**src/rtl/instr_encoder_loader.sv**
```systemverilog
// instr_encoder_loader: packs symbolic RV32I instructions (ADD, SUB, AND, OR,
// SLT, ADDI, LW, SW) into 32-bit words and writes them into instruction memory
// at an auto-incrementing word address.
// Optional build macro ENC_EBREAK_TERM_EN: on finish, append an EBREAK
// terminator word before closing the program.
module instr_encoder_loader #(
    parameter int ADDR_W = 6
) (
    input  logic              clk,
    input  logic              rst,
    input  logic              clear,
    input  logic              in_valid,
    output logic              in_ready,
    input  logic [3:0]        kind,
    input  logic [4:0]        rd,
    input  logic [4:0]        rs1,
    input  logic [4:0]        rs2,
    input  logic [11:0]       imm,
    input  logic              finish,
    output logic              imem_we,
    output logic [ADDR_W-1:0] imem_addr,
    output logic [31:0]       imem_wdata,
    output logic [ADDR_W:0]   count,
    output logic              full,
    output logic              err,
    output logic              done
);

    typedef enum logic [2:0] {
        S_IDLE, S_WRITE, S_ERR, S_DONE, S_TERM
    } state_t;

    localparam logic [ADDR_W:0] CAP    = {1'b1, {ADDR_W{1'b0}}};
    localparam logic [31:0]     EBREAK = 32'h0010_0073;

    state_t          state, state_nxt;
    logic [ADDR_W:0] count_q, count_nxt;
    logic [31:0]     wdata_q, wdata_nxt;
    logic [31:0]     enc_word;
    logic            enc_legal;

    // The pointer never wraps and always equals the number of words written,
    // so one counter serves as both; its low bits are the write address.
    assign count      = count_q;
    assign imem_addr  = count_q[ADDR_W-1:0];
    assign imem_wdata = wdata_q;
    assign full       = (count_q == CAP);
    assign done       = (state == S_DONE);
    // clear aborts a write/error cycle already in flight
    assign imem_we    = ((state == S_WRITE) || (state == S_TERM)) && !clear;
    assign err        = (state == S_ERR) && !clear;
    assign in_ready   = (state == S_IDLE) && !full && !finish;

    // Combinational RV32I packing of the current input fields
    always_comb begin
        enc_legal = 1'b1;
        enc_word  = 32'h0;
        case (kind)
            4'd0: enc_word = {7'b0000000, rs2, rs1, 3'b000, rd, 7'b0110011};
            4'd1: enc_word = {7'b0100000, rs2, rs1, 3'b000, rd, 7'b0110011};
            4'd2: enc_word = {7'b0000000, rs2, rs1, 3'b111, rd, 7'b0110011};
            4'd3: enc_word = {7'b0000000, rs2, rs1, 3'b110, rd, 7'b0110011};
            4'd4: enc_word = {7'b0000000, rs2, rs1, 3'b010, rd, 7'b0110011};
            4'd5: enc_word = {imm, rs1, 3'b000, rd, 7'b0010011};
            4'd6: enc_word = {imm, rs1, 3'b010, rd, 7'b0000011};
            4'd7: enc_word = {imm[11:5], rs2, rs1, 3'b010, imm[4:0], 7'b0100011};
            default: enc_legal = 1'b0;
        endcase
    end

    // Next-state, pointer and latched-word logic; clear overrides everything
    always_comb begin
        state_nxt = state;
        count_nxt = count_q;
        wdata_nxt = wdata_q;
        case (state)
            S_IDLE: begin
                if (finish) begin
`ifdef ENC_EBREAK_TERM_EN
                    if (!full) begin
                        state_nxt = S_TERM;
                        wdata_nxt = EBREAK;
                    end else begin
                        state_nxt = S_DONE;
                    end
`else
                    state_nxt = S_DONE;
`endif
                end else if (in_valid && !full) begin
                    if (enc_legal) begin
                        state_nxt = S_WRITE;
                        wdata_nxt = enc_word;
                    end else begin
                        state_nxt = S_ERR;
                    end
                end
            end
            S_WRITE: begin
                count_nxt = count_q + 1'b1;
                state_nxt = S_IDLE;
            end
            S_TERM: begin
                count_nxt = count_q + 1'b1;
                state_nxt = S_DONE;
            end
            S_ERR:   state_nxt = S_IDLE;
            S_DONE:  state_nxt = S_DONE;
            default: state_nxt = S_IDLE;
        endcase
        if (clear) begin
            state_nxt = S_IDLE;
            count_nxt = '0;
        end
    end

    // State, counter and output-word registers
    always_ff @(posedge clk or posedge rst) begin
        if (rst) begin
            state   <= S_IDLE;
            count_q <= '0;
            wdata_q <= '0;
        end else begin
            state   <= state_nxt;
            count_q <= count_nxt;
            wdata_q <= wdata_nxt;
        end
    end

endmodule
```
**config.mk**
```make
export PLATFORM = sky130hd
export DESIGN_NAME = instr_encoder_loader
export DESIGN_NICKNAME = d
export VERILOG_FILES = /design/src/rtl/instr_encoder_loader.sv
export SDC_FILE = /design/constraint.sdc
export NUM_CORES = 1
export LEC_CHECK = 0
export CORE_MARGIN = 4
export CORE_UTILIZATION = 39
export CTS_BUF_LIST = sky130_fd_sc_hd__clkbuf_8
export DETAILED_ROUTE_END_ITERATION = 16
export PLACE_DENSITY_LB_ADDON = 0.15
export SLEW_MARGIN = 20
export SYNTH_ARGS = -nofsm -noshare
export SYNTH_HDL_FRONTEND = slang
export SYNTH_SLANG_ARGS = --single-unit
```
**constraint.sdc**
```tcl
create_clock -name clk -period 1.8 [get_ports clk]
set_clock_uncertainty 0.2 [all_clocks]
set_input_delay 0.36 -clock clk [delete_from_list [all_inputs] [get_ports clk]]
set_output_delay 0.36 -clock clk [all_outputs]
set_load 0.1 [all_outputs]
```
======== Word level (Yosys, flattened, before mapping) ========
Cells that the tools add are included.
cells by class
  $add $sub $neg .......................... 1
  reduce and logical (&&, ||, !) cells .... 16
  bitwise logic cells ..................... 1
  muxes and demuxes ....................... 9
  eq/ne operators ......................... 13
operator list
  kind                   count
  $pmux W32 S8           1
  $eq A4 B3 Y1 const B   4
  $mux W7                2
  $mux W3                3
  $eq A4 B2 Y1 const B   2
  $reduce_or A8 Y1       1
  $add A7 B1 Y7 const B  1
  $eq A7 B7 Y1 const B   1
  $eq A3 B2 Y1 const B   2
  $pmux W3 S2            1
  $logic_and A1 B1 Y1    5
  $eq A4 B1 Y1 const B   1
  $logic_not A4 Y1       1
  $ne A4 B3 Y1 const B   1
  $reduce_and A4 Y1      1
  $reduce_or A2 Y1       2
  $eq A3 B1 Y1 const B   1
  $eq A3 B3 Y1 const B   1
  $logic_not A1 Y1       3
  $logic_not A3 Y1       1
  $mux W2                1
  $reduce_bool A2 Y1     1
  $logic_or A1 B1 Y1     1
  $mux W1                1
  $not A1 Y1             1
storage, ports and cells
  bits in registers ....................... 42
  bits of input ports ..................... 36
  output and inout bits ................... 50

======== Logic depth before layout (Yosys ltp) ========
Gate-level depths: netlist of the first run.
  depth in word-level cells ............... 8
  mapped depth ............................ 8
  depth with buffers taken out ............ 6

======== Worst setup path after synthesis of the first run ========
Ideal clock, no wire load.
  path kind ............................... reg-to-output
  from .................................... register count_q[0] (netlist: count[0])
  to ...................................... output in_ready
  data required time ...................... 1.240 ns
  data arrival time ....................... 3.433 ns
  buffers on the path ..................... 0
  stages on the path, launching flop included .. 6
  setup slack ............................. -2.193 ns
  path through ............................ dfrtp_1 -> inv_1 -> ha_1 -> nor4b_4 -> and2_1 -> nor2_1
on the way
  word-level cells in the longest chain between the ends .. 4
RTL lines
  what                               line  source
  start, declared                    37    logic [ADDR_W:0] count_q, count_nxt;
  start signal, assigned             124   count_q <= count_nxt;
  $eq A7 B7 Y1                       47    assign full = (count_q == CAP);
  named net full                     24    output logic full,
  $logic_not A1 Y1                   52    assign in_ready = (state == S_IDLE) && !full && !finish;
  $logic_and A1 B1 Y1 (2 in series)  52
  end, declared                      13    output logic in_ready,
The timed path passes the listed nets, and every way through them passes these cells.

======== Worst setup path after layout of the first run ========
  from .................................... register count_q[1] (netlist: count[1])
  to ...................................... output in_ready
on the way
  word-level cells in the longest chain between the ends .. 4
RTL lines
  what                               line
  $eq A7 B7 Y1                       47
  $logic_not A1 Y1                   52
  $logic_and A1 B1 Y1 (2 in series)  52
Every way passes these cells.

==> results of run 1 <==
## area by class of cell
class                   count  area share
repair buffers            133       0.447
well taps                  67      0.0211
inverters                   6     0.00629
clock inverters             2     0.00849
multi-input cells         137       0.260
flip-flops and latches     37       0.236
clock buffers               6      0.0207
## state kept, by name, indices dropped and copies added, names as in the netlist
register    cells
count           7
imem_wdata     28
state           2
## layer usage
layer	part of all wire	track usage	routed length, um	vias to the layer above
met5	0	0	0	-
met4	0.0091	0.0569	59	0
met3	0.059	0.0684	383	7
met2	0.55	0.365	3550	67
met1	0.38	0.210	2460	947
li1	-	-	-	883
## cell families (layout without fill, tap and decap cells)
logic type,after synthesis,count (layout)
xor gates and xnor gates,5,5
adders and majority gates,6,6
AOI/OAI and AO/OA,26,27
DFF,37,37
muxes,14,14
and+or+nand+nor,82,82
other,1,3
buffers and inverters,26,147
## power by group
group          switching [W]  total, W  internal (W)
Combinational        0.00285   0.00462       0.00176
Clock               0.000296  0.000742      0.000446
Sequential          0.000344   0.00145       0.00110
## cell usage in the layout, fill, tap and decap left out, types with 3 or more instances in the layout
master	instances
nand2_2	24
nand2b_1	4
o21ai_0	3
nor2_1	8
buf_12	50
o21ai_1	8
buf_4	34
nand2_1	20
conb_1	3
mux2i_1	13
inv_2	3
ha_4	4
clkbuf_8	6
o21ai_2	4
nand3_1	7
inv_1	3
xor2_1	4
dfrtp_2	6
buf_6	12
dfrtp_1	29
clkdlybuf4s50_1	34
## worst register-to-register path, delay by kind of cell (launching register included)
kind / cells / cell delay (ns)
simple gates: 2 / 0.16
fa+ha+maj: 1 / 0.15
flops: 1 / 0.43
compound gates: 2 / 0.51
buf+inv: 6 / 0.71
## path summary, 6_finish.rpt
kind / startpoint / endpoint / slack (ns)
max: count[1] / in_ready / -0.45
min: rst / count[3] / 0.23
max reg2reg: count[1] / imem_wdata[4] / -0.45
min reg2reg: imem_wdata[17] / imem_wdata[17] / 0.34
max in group asynchronous: rst / imem_wdata[1] / 0.95
min in group clk: imem_wdata[17] / imem_wdata[17] / 0.34
## repair_timing
action	4_1_cts	5_1_grt
gates cloned	2	4
pin swaps	3	13
resized for setup	17	55
endpoints found under the setup margin	36	37
setup buffers	5	11
## per-stage QoR
stage | instances | cell area (um2) | hold slack [ns] | setup TNS [ns]
3_3_place_gp | 363 | 3500 | 0.310 | -8.72
2_1_floorplan | 199 | 1980 | 0.255 | -9.91
5_1_grt | 388 | 3980 | 0.270 | -12.73
6_report | 388 | 3980 | 0.231 | -11.44
4_1_cts | 376 | 3710 | 0.259 | -7.29
3_5_place_dp | 363 | 3500 | 0.315 | -10.06
==> impl_metrics.csv, run 1 <==
group,metric,value,unit
run_status,status,"finished with violations",
run_status,failed_checks,"setup timing",
logic_synthesis,synth_compound_area_frac,0.0952,
floorplanning,core_area,4720,um2
timing,max_freq,0.444,GHz
floorplanning,die_x,77.6,um
drt,drt_iter0_drc,83,
pwr,power.total,0.00680,W
floorplanning,num_rows,25,
timing,layout_min_cycle_time,2.25,ns
placed_design,dpl.hpwl,4120,um
floorplanning,dieArea,6030,um2
cells_and_area,final_layout_size_suffix_gt1_frac,0.517,
placed_design,place_congestion,0.731,
cts,numClockSinks,37,
logic_synthesis,synthArstFlopShare,1.00,
drt,wl,6450,um
timing,rsz0062_at_grt,"yes",
logic_synthesis,ys_seq_area_frac,0.489,
logic_synthesis,synth_mux_area_frac,0.0747,
cts,clk_pin_slew,0.07,ns
setup_path,critical_path_required,1.24,ns
cells_and_area,fin_nets,362,
pwr,power_density,1710,nW/um2
cts,root_buffer,"clkbuf_8",
drt,via_per_inst,4.91,
cells_and_area,n_antenna_cell,0,
drt,drcViolationCount,0,
logic_synthesis,yosys.area_share.xor_xnor,0.0231,
cts,cts_tree,"yes",
setup_path,path_class,"reg -> out",
cts,cts_htree_levels,2,
setup_path,crit_path_start_kind,"register",
setup_path,critical-path-top-delay-family,"simple AND/OR/NAND/NOR gates",
logic_synthesis,synth-simple-area-share,0.202,
setup_path,rr_worst_depth,11,
drt,avgRoutedWirePerCell,16.6,um
logic_synthesis,synthTopCellsByCount,"nand2_1 (46), dfrtp_1 (37), o21ai_0 (15), mux2i_1 (13), nor2_1 (11)",
logic_synthesis,syn_avg_cell_area,9.60,um2
logic_synthesis,synth_adder_area_share,0.0397,
logic_synthesis,synth_top_family_by_area,"simple AND/OR/NAND/NOR gates",
logic_synthesis,yosysTopAreaCellShare,0.489,
floorplanning,die_h,77.6,um
cells_and_area,register_area,941,um2
floorplanning,io_pins,86,
drt,dr.pass1.iters,4,
cells_and_area,multi_input_area,1030,um2
floorplanning,start_util,0.401,
timing,setup_viol,34,
global_routing,grt.overflow.total,0,
logic_synthesis,synth_area,1890,um2
logic_synthesis,ys_warn_count,0,
logic_synthesis,yosysMostFrequentCell,"nand2_1",
cells_and_area,num-fill-cells,238,
timing,hold_viol,0,
pwr,leakage,1.82,nW
setup_path,end_kind,"primary output",
setup_path,critical_path.max_fanout,3,
logic_synthesis,synth_area_leader_cell,"dfrtp_1",
global_routing,grt_start_max_net_pins,38,
logic_synthesis,synth_cell_types,33,
setup_path,cpMaxStageDelayCell,"dfrtp_4",
timing,worst_slack,-0.450,ns
cells_and_area,area.growth.synth_to_final,110,%
min_path,hold_path_class,"in -> async",
cts,clock_latency,0.29,ns
placed_design,port_buffers,82,
pwr,peakVddDrop,1.16,mV
placed_design,pre_cts_ws,-0.387,ns
setup_path,critPathArrivalTime,1.69,ns
cts,postCtsHoldBufs,0,
setup_path,cp_num_buf_inv,2,
timing,maxSlewViolCount,0,
setup_path,crit_chain,"inv_4, ha_4, nor4b_4, and2_4, nor2_4, buf_12",
cells_and_area,post-route-util,0.843,
logic_synthesis,yosys-top-cells-area,"dfrtp_1 (49%), nand2_1 (9.1%), mux2i_1 (6.9%), buf_4 (4.0%), ha_1 (4.0%)",
logic_synthesis,ys_ff_latch,37,
drt,drt.antenna.violating_nets,0,
timing,period_share,1.25,
setup_path,max_stage_delay,0.49,ns
global_routing,grt_use_total,0.197,
cts,cts_max_path_buffers,2,
global_routing,grt_pass1_wl,9320,um
global_routing,grt_pass1_vias,1971,
cts,cts_buffers,5,
drt,via_count,1904,
setup_path,path_depth,6,
run,maxCapViolations,0,
global_routing,grt_antenna_before_repair,0,
logic_synthesis,syn_inst,197,
logic_synthesis,synth-edff-count,0,
logic_synthesis,synth_ff_type,"dfrtp_1",
Note: power is estimated with default switching activity, not from simulation.
==> run 2: changes to the inputs <==
PLACE_DENSITY = 0.89   (was not set)
PLACE_DENSITY_LB_ADDON = not set   (was 0.15)
==> run 2 against run 1 <==
  * Sequential share of layout area grew 0.29 points
  * Largest cell class unchanged
  * The flow still finishes with violations (setup timing)
  * Final area shrank 1.2%
  * Sequential power is essentially flat
  * Die area is the same
==> impl_metrics.csv, run 2 (synthesis results as in run 1) <==
group,metric,value,unit
run_status,status,"finished with violations",
run_status,failed_checks,"setup timing",
cells_and_area,largest_reg_flops,28,
timing,worst_slack,-0.399,ns
global_routing,met3_usage,0.0476,
cts,cts_tree,"yes",
floorplanning,core_area,4720,um2
setup_path,r2r-start,"count[1]",
cells_and_area,final_common_cell,"buf_12",
global_routing,grt_antenna_before_repair,0,
cells_and_area,final_cell_mix,"buf_12 (49), clkdlybuf4s50_1 (35), buf_4 (35)",
setup_path,critical_path.max_fanout,3,
drt,drt_iter0_drc,159,
timing,rsz0062_at_grt,"yes",
floorplanning,io_pins,86,
timing,maxSlewViolCount,0,
setup_path,critPathArrivalTime,1.64,ns
pwr,peakVddDrop,1.23,mV
timing,hold_viol,0,
setup_path,end_kind,"primary output",
cells_and_area,final_layout_size_suffix_gt1_frac,0.484,
drt,drcViolationCount,0,
setup_path,rr_worst_depth,9,
drt,drt.antenna.violating_nets,0,
drt,avgRoutedWirePerCell,19.6,um
global_routing,gr-usage-met2,0.403,
pwr,leakage,1.80,nW
timing,setup_viol,35,
cts,numClockSinks,37,
global_routing,grt_start_max_net_pins,38,
cts,clk_pin_slew,0.08,ns
cells_and_area,final_cells,385,
setup_path,crit_path_start_kind,"register",
cts,postCtsHoldBufs,0,
global_routing,grtUsageMet1,0.244,
timing,max_freq,0.455,GHz
placed_design,post-place-cells,362,
timing,period_share,1.22,
global_routing,grt_pass1_vias,2079,
floorplanning,num_rows,25,
cts,root_buffer,"clkbuf_8",
drt,via_count,2011,
cts,clock_latency,0.29,ns
pwr,power_density,1710,nW/um2
placed_design,dpl.hpwl,4350,um
cells_and_area,area.growth.synth_to_final,108,%
cells_and_area,n_antenna_cell,0,
global_routing,grt.overflow.total,0,
min_path,hold_path_class,"in -> async",
setup_path,path_class,"reg -> out",
placed_design,port_buffers,82,
cts,cts_htree_levels,2,
floorplanning,die_x,77.6,um
floorplanning,start_util,0.401,
drt,dr.pass1.iters,4,
drt,wl,7540,um
drt,via_per_inst,5.22,
global_routing,grt_pass1_wl,10300,um
cts,cts_buffers,5,
global_routing,grt_use_total,0.219,
run,maxCapViolations,0,
floorplanning,die_h,77.6,um
cells_and_area,num-fill-cells,209,
setup_path,rr_endpoint,"imem_wdata[13]",
cells_and_area,fin_nets,359,
cts,cts_max_path_buffers,2,
setup_path,critical_path_required,1.24,ns
timing,layout_min_cycle_time,2.20,ns
placed_design,place_congestion,0.760,
setup_path,ff2ff_setup_slack,-0.38,ns
global_routing,busiest_layer,"met2",
floorplanning,dieArea,6030,um2
placed_design,pre_cts_ws,-0.452,ns
## run 2: cell types whose count changed in the layout (fill, tap and decap cells not counted), moves of 3 or more
cell,before,now
nand3_2,0,6
nand2_2,24,9
o21ai_1,8,11
nand3_1,7,1
o21ai_2,4,0
nand2_1,20,34
## run 2: how the worst max path moves through the flow
stage / start / to / cells past startpoint
floorplan: count[1] / in_ready / 5
global placement: finish / imem_wdata[5] / 7
detailed placement: finish / imem_wdata[5] / 7
CTS: count[1] / in_ready / 6
global route: count[0] / in_ready / 6
finish: count[0] / in_ready / 6
## run 2: what timing repair did
item | 4_1_cts | 5_1_grt
endpoints found under the setup margin | 36 | 36
buffers inserted | 10 | 7
gates resized for setup | 35 | 25
endpoints found under the hold margin | 0 | 0
cloned | 1 | 1
pin swaps | 26 | 12
## run 2: area by class of cell
cell class | count | area, um2 | share of cell area
flip-flops and latches | 37 | 941 | 0.239
inverters | 6 | 22.5 | 0.00573
clock inverters | 2 | 37.5 | 0.00955
repair buffers | 131 | 1730 | 0.441
well taps | 67 | 83.8 | 0.0213
multi-input cells | 136 | 1030 | 0.262
clock buffers | 6 | 82.6 | 0.0210
## run 2: report_power, final
part           internal [W]  switching [W]
clock network      0.000451       0.000308
logic               0.00169        0.00288
registers           0.00110       0.000317
## run 2: stage by stage
stage               TNS [ns]  total power (W)  hold slack [ns]  area (um2)   util
floorplan              -9.91          0.00394            0.255        1980      -
finish                 -9.44          0.00674            0.261        3930  0.832
CTS                    -6.51          0.00657            0.260        3790  0.802
global placement       -8.97          0.00557            0.311        3470  0.734
detailed placement    -10.39          0.00566            0.316        3470  0.734
global route          -11.64          0.00695            0.302        3930  0.832
## run 2: per-layer routing
metal | routed length [um] | part of all wire | up-vias
li1 | - | - | 878
met1 | 2850 | 0.38 | 1001
met2 | 4010 | 0.53 | 108
met3 | 462 | 0.061 | 24
met4 | 218 | 0.029 | 0
met5 | 0 | 0 | -
## run 2: critical path: stages (launching register included)
cell     delay [ns]
dfrtp_4        0.48
inv_2          0.07
ha_4           0.12
nor4b_4        0.23
and2_4         0.23
nor2_4         0.06
buf_12         0.16
==> run 3: changes to the inputs <==
CORE_ASPECT_RATIO = 1.4   (was not set)
HOLD_SLACK_MARGIN = 0.05   (was not set)
==> run 3 against run 2 <==
  * The run still ends with setup timing left
  * Wire length up 42%
  * Fmax down 1.4%
  * Global-route usage up 6.5 points
  * Clock-buffer cell count unchanged
  * Non-clock buffer count up 5
  * Worst setup slack worse by 0.031 ns
  * Core utilization up 11 points
==> impl_metrics.csv, run 3 (synthesis results as in run 1) <==
group,metric,value,unit
drt,dr.pass1.iters,4,
setup_path,critPathArrivalTime,1.67,ns
setup_path,cpMaxStageDelayCell,"clkdlybuf4s50_1",
setup_path,crit_chain,"clkdlybuf4s50_1, nand2b_1, buf_4, buf_12, nor2_4, buf_12",
global_routing,busiest_layer,"met2",
setup_path,path_class,"in -> out",
setup_path,critical_path.max_fanout,2,
timing,setup_viol,37,
timing,layout_min_cycle_time,2.23,ns
cts,clock_latency,0.31,ns
drt,via_count,2205,
setup_path,ff2ff_setup_slack,-0.38,ns
floorplanning,core_area,4610,um2
min_path,hold_path_class,"in -> async",
global_routing,grt_start_max_net_pins,38,
timing,maxSlewViolCount,0,
floorplanning,start_util,0.411,
cells_and_area,final_cell_mix,"buf_12 (52), clkdlybuf4s50_1 (35), buf_4 (31)",
cts,postCtsHoldBufs,0,
global_routing,grt_use_total,0.284,
global_routing,grt.overflow.total,0,
cells_and_area,final_cells,386,
cts,clk_pin_slew,0.10,ns
cells_and_area,final_layout_size_suffix_gt1_frac,0.598,
setup_path,critical_path_required,1.24,ns
pwr,power.total,0.00736,W
cells_and_area,largest_reg_flops,28,
cells_and_area,area.growth.synth_to_final,128,%
setup_path,cp_num_buf_inv,4,
setup_path,max_stage_delay,0.49,ns
floorplanning,dieArea,6050,um2
cts,cts_htree_levels,2,
global_routing,gr-usage-met2,0.488,
timing,worst_hold_slack,0.255,ns
cts,root_buffer,"clkbuf_8",
cts,cts_buffers,5,
timing,tightest_slew,0.508,ns
placed_design,place_congestion,0.756,
placed_design,port_buffers,82,
floorplanning,num_rows,29,
run,maxCapViolations,0,
pwr,leakage,1.96,nW
timing,max_freq,0.449,GHz
drt,wl,10700,um
placed_design,dpl.hpwl,4620,um
global_routing,grt_antenna_before_repair,0,
global_routing,met3_usage,0.0710,
setup_path,critical-path-top-delay-family,"buffers and inverters",
pwr,power_density,1700,nW/um2
cells_and_area,final_common_cell,"buf_12",
floorplanning,die_x,66.9,um
cts,cts_max_path_buffers,2,
drt,drcViolationCount,0,
drt,via_per_inst,5.71,
global_routing,grt_pass1_wl,12600,um
global_routing,grt_pass1_vias,2238,
cells_and_area,fin_nets,364,
setup_path,path_common_cell,"buf_12",
run_status,status,"finished with violations",
timing,rsz0062_at_grt,"yes",
setup_path,end_kind,"primary output",
cts,numClockSinks,37,
pwr,peakVddDrop,1.39,mV
timing,relSlewSlack,0.661,
drt,drt.antenna.violating_nets,0,
run_status,failed_checks,"setup timing",
timing,hold_viol,0,
timing,period_share,1.24,
cts,cts_tree,"yes",
drt,avgRoutedWirePerCell,27.8,um
floorplanning,die_h,90.4,um
global_routing,grtUsageMet1,0.316,
floorplanning,io_pins,86,
drt,drt_iter0_drc,176,
placed_design,post-place-cells,355,
placed_design,pre_cts_ws,-0.420,ns
timing,worst_slack,-0.429,ns
setup_path,crit_path_start_kind,"input port",
-- run 3: cell count changes in the layout (fill, tap and decap cells not counted), sizes merged --
cell,change
buf,+4
clkbuf,+1
diode,+1
-- run 3: where the power goes --
group | total (W) | switching (W) | internal [W]
logic | 0.00499 | 0.00311 | 0.00189
clock network | 0.000822 | 0.000370 | 0.000452
registers | 0.00154 | 0.000441 | 0.00110
-- run 3: worst paths after layout --
check | startpoint | to | cells after the start
max | finish | in_ready | 6
min | rst | imem_wdata[26] | 3
max reg2reg | count[0] | imem_wdata[4] | 10
min reg2reg | imem_wdata[22] | imem_wdata[22] | 2
max in group asynchronous | rst | imem_wdata[1] | 3
min in group clk | imem_wdata[22] | imem_wdata[22] | 2
-- run 3: worst min-delay path, delay by kind of cell --
family / cells / cell delay, ns
buf+inv: 3 / 0.79
-- run 3: final cells by class --
type	count	area, um2
repair buffers	136	1920
multi-input cells	136	1240
flip-flops and latches	37	941
fillers	124	288
clock buffers	6	82.6
well taps	62	77.6
clock inverters	2	37.5
inverters	6	25.0
diodes	1	2.50
-- run 3: per-stage QoR --
step | setup TNS (ns) | cell area (um2) | util
2_1_floorplan | -9.91 | 1980 | -
3_3_place_gp | -8.95 | 3480 | 0.756
3_5_place_dp | -11.26 | 3480 | 0.756
4_1_cts | -8.10 | 4050 | 0.879
5_1_grt | -10.80 | 4320 | 0.937
6_report | -9.44 | 4320 | 0.938
-- run 3: per-layer routing --
| metal | vias up | routed length (um) |
|---|---|---|
| met3 | 49 | 738 |
| met4 | 0 | 629 |
| met1 | 1126 | 3690 |
| met5 | - | 0 |
| met2 | 138 | 5650 |
| li1 | 892 | - |
-- run 3: timing repair --
item                                    in CTS  in global routing
gates cloned                                 6                  1
resized for setup                           67                 53
pin swaps                                   32                 18
endpoints found under the setup margin      37                 37
endpoints found under the hold margin        0                  0
setup buffers                               14                  8
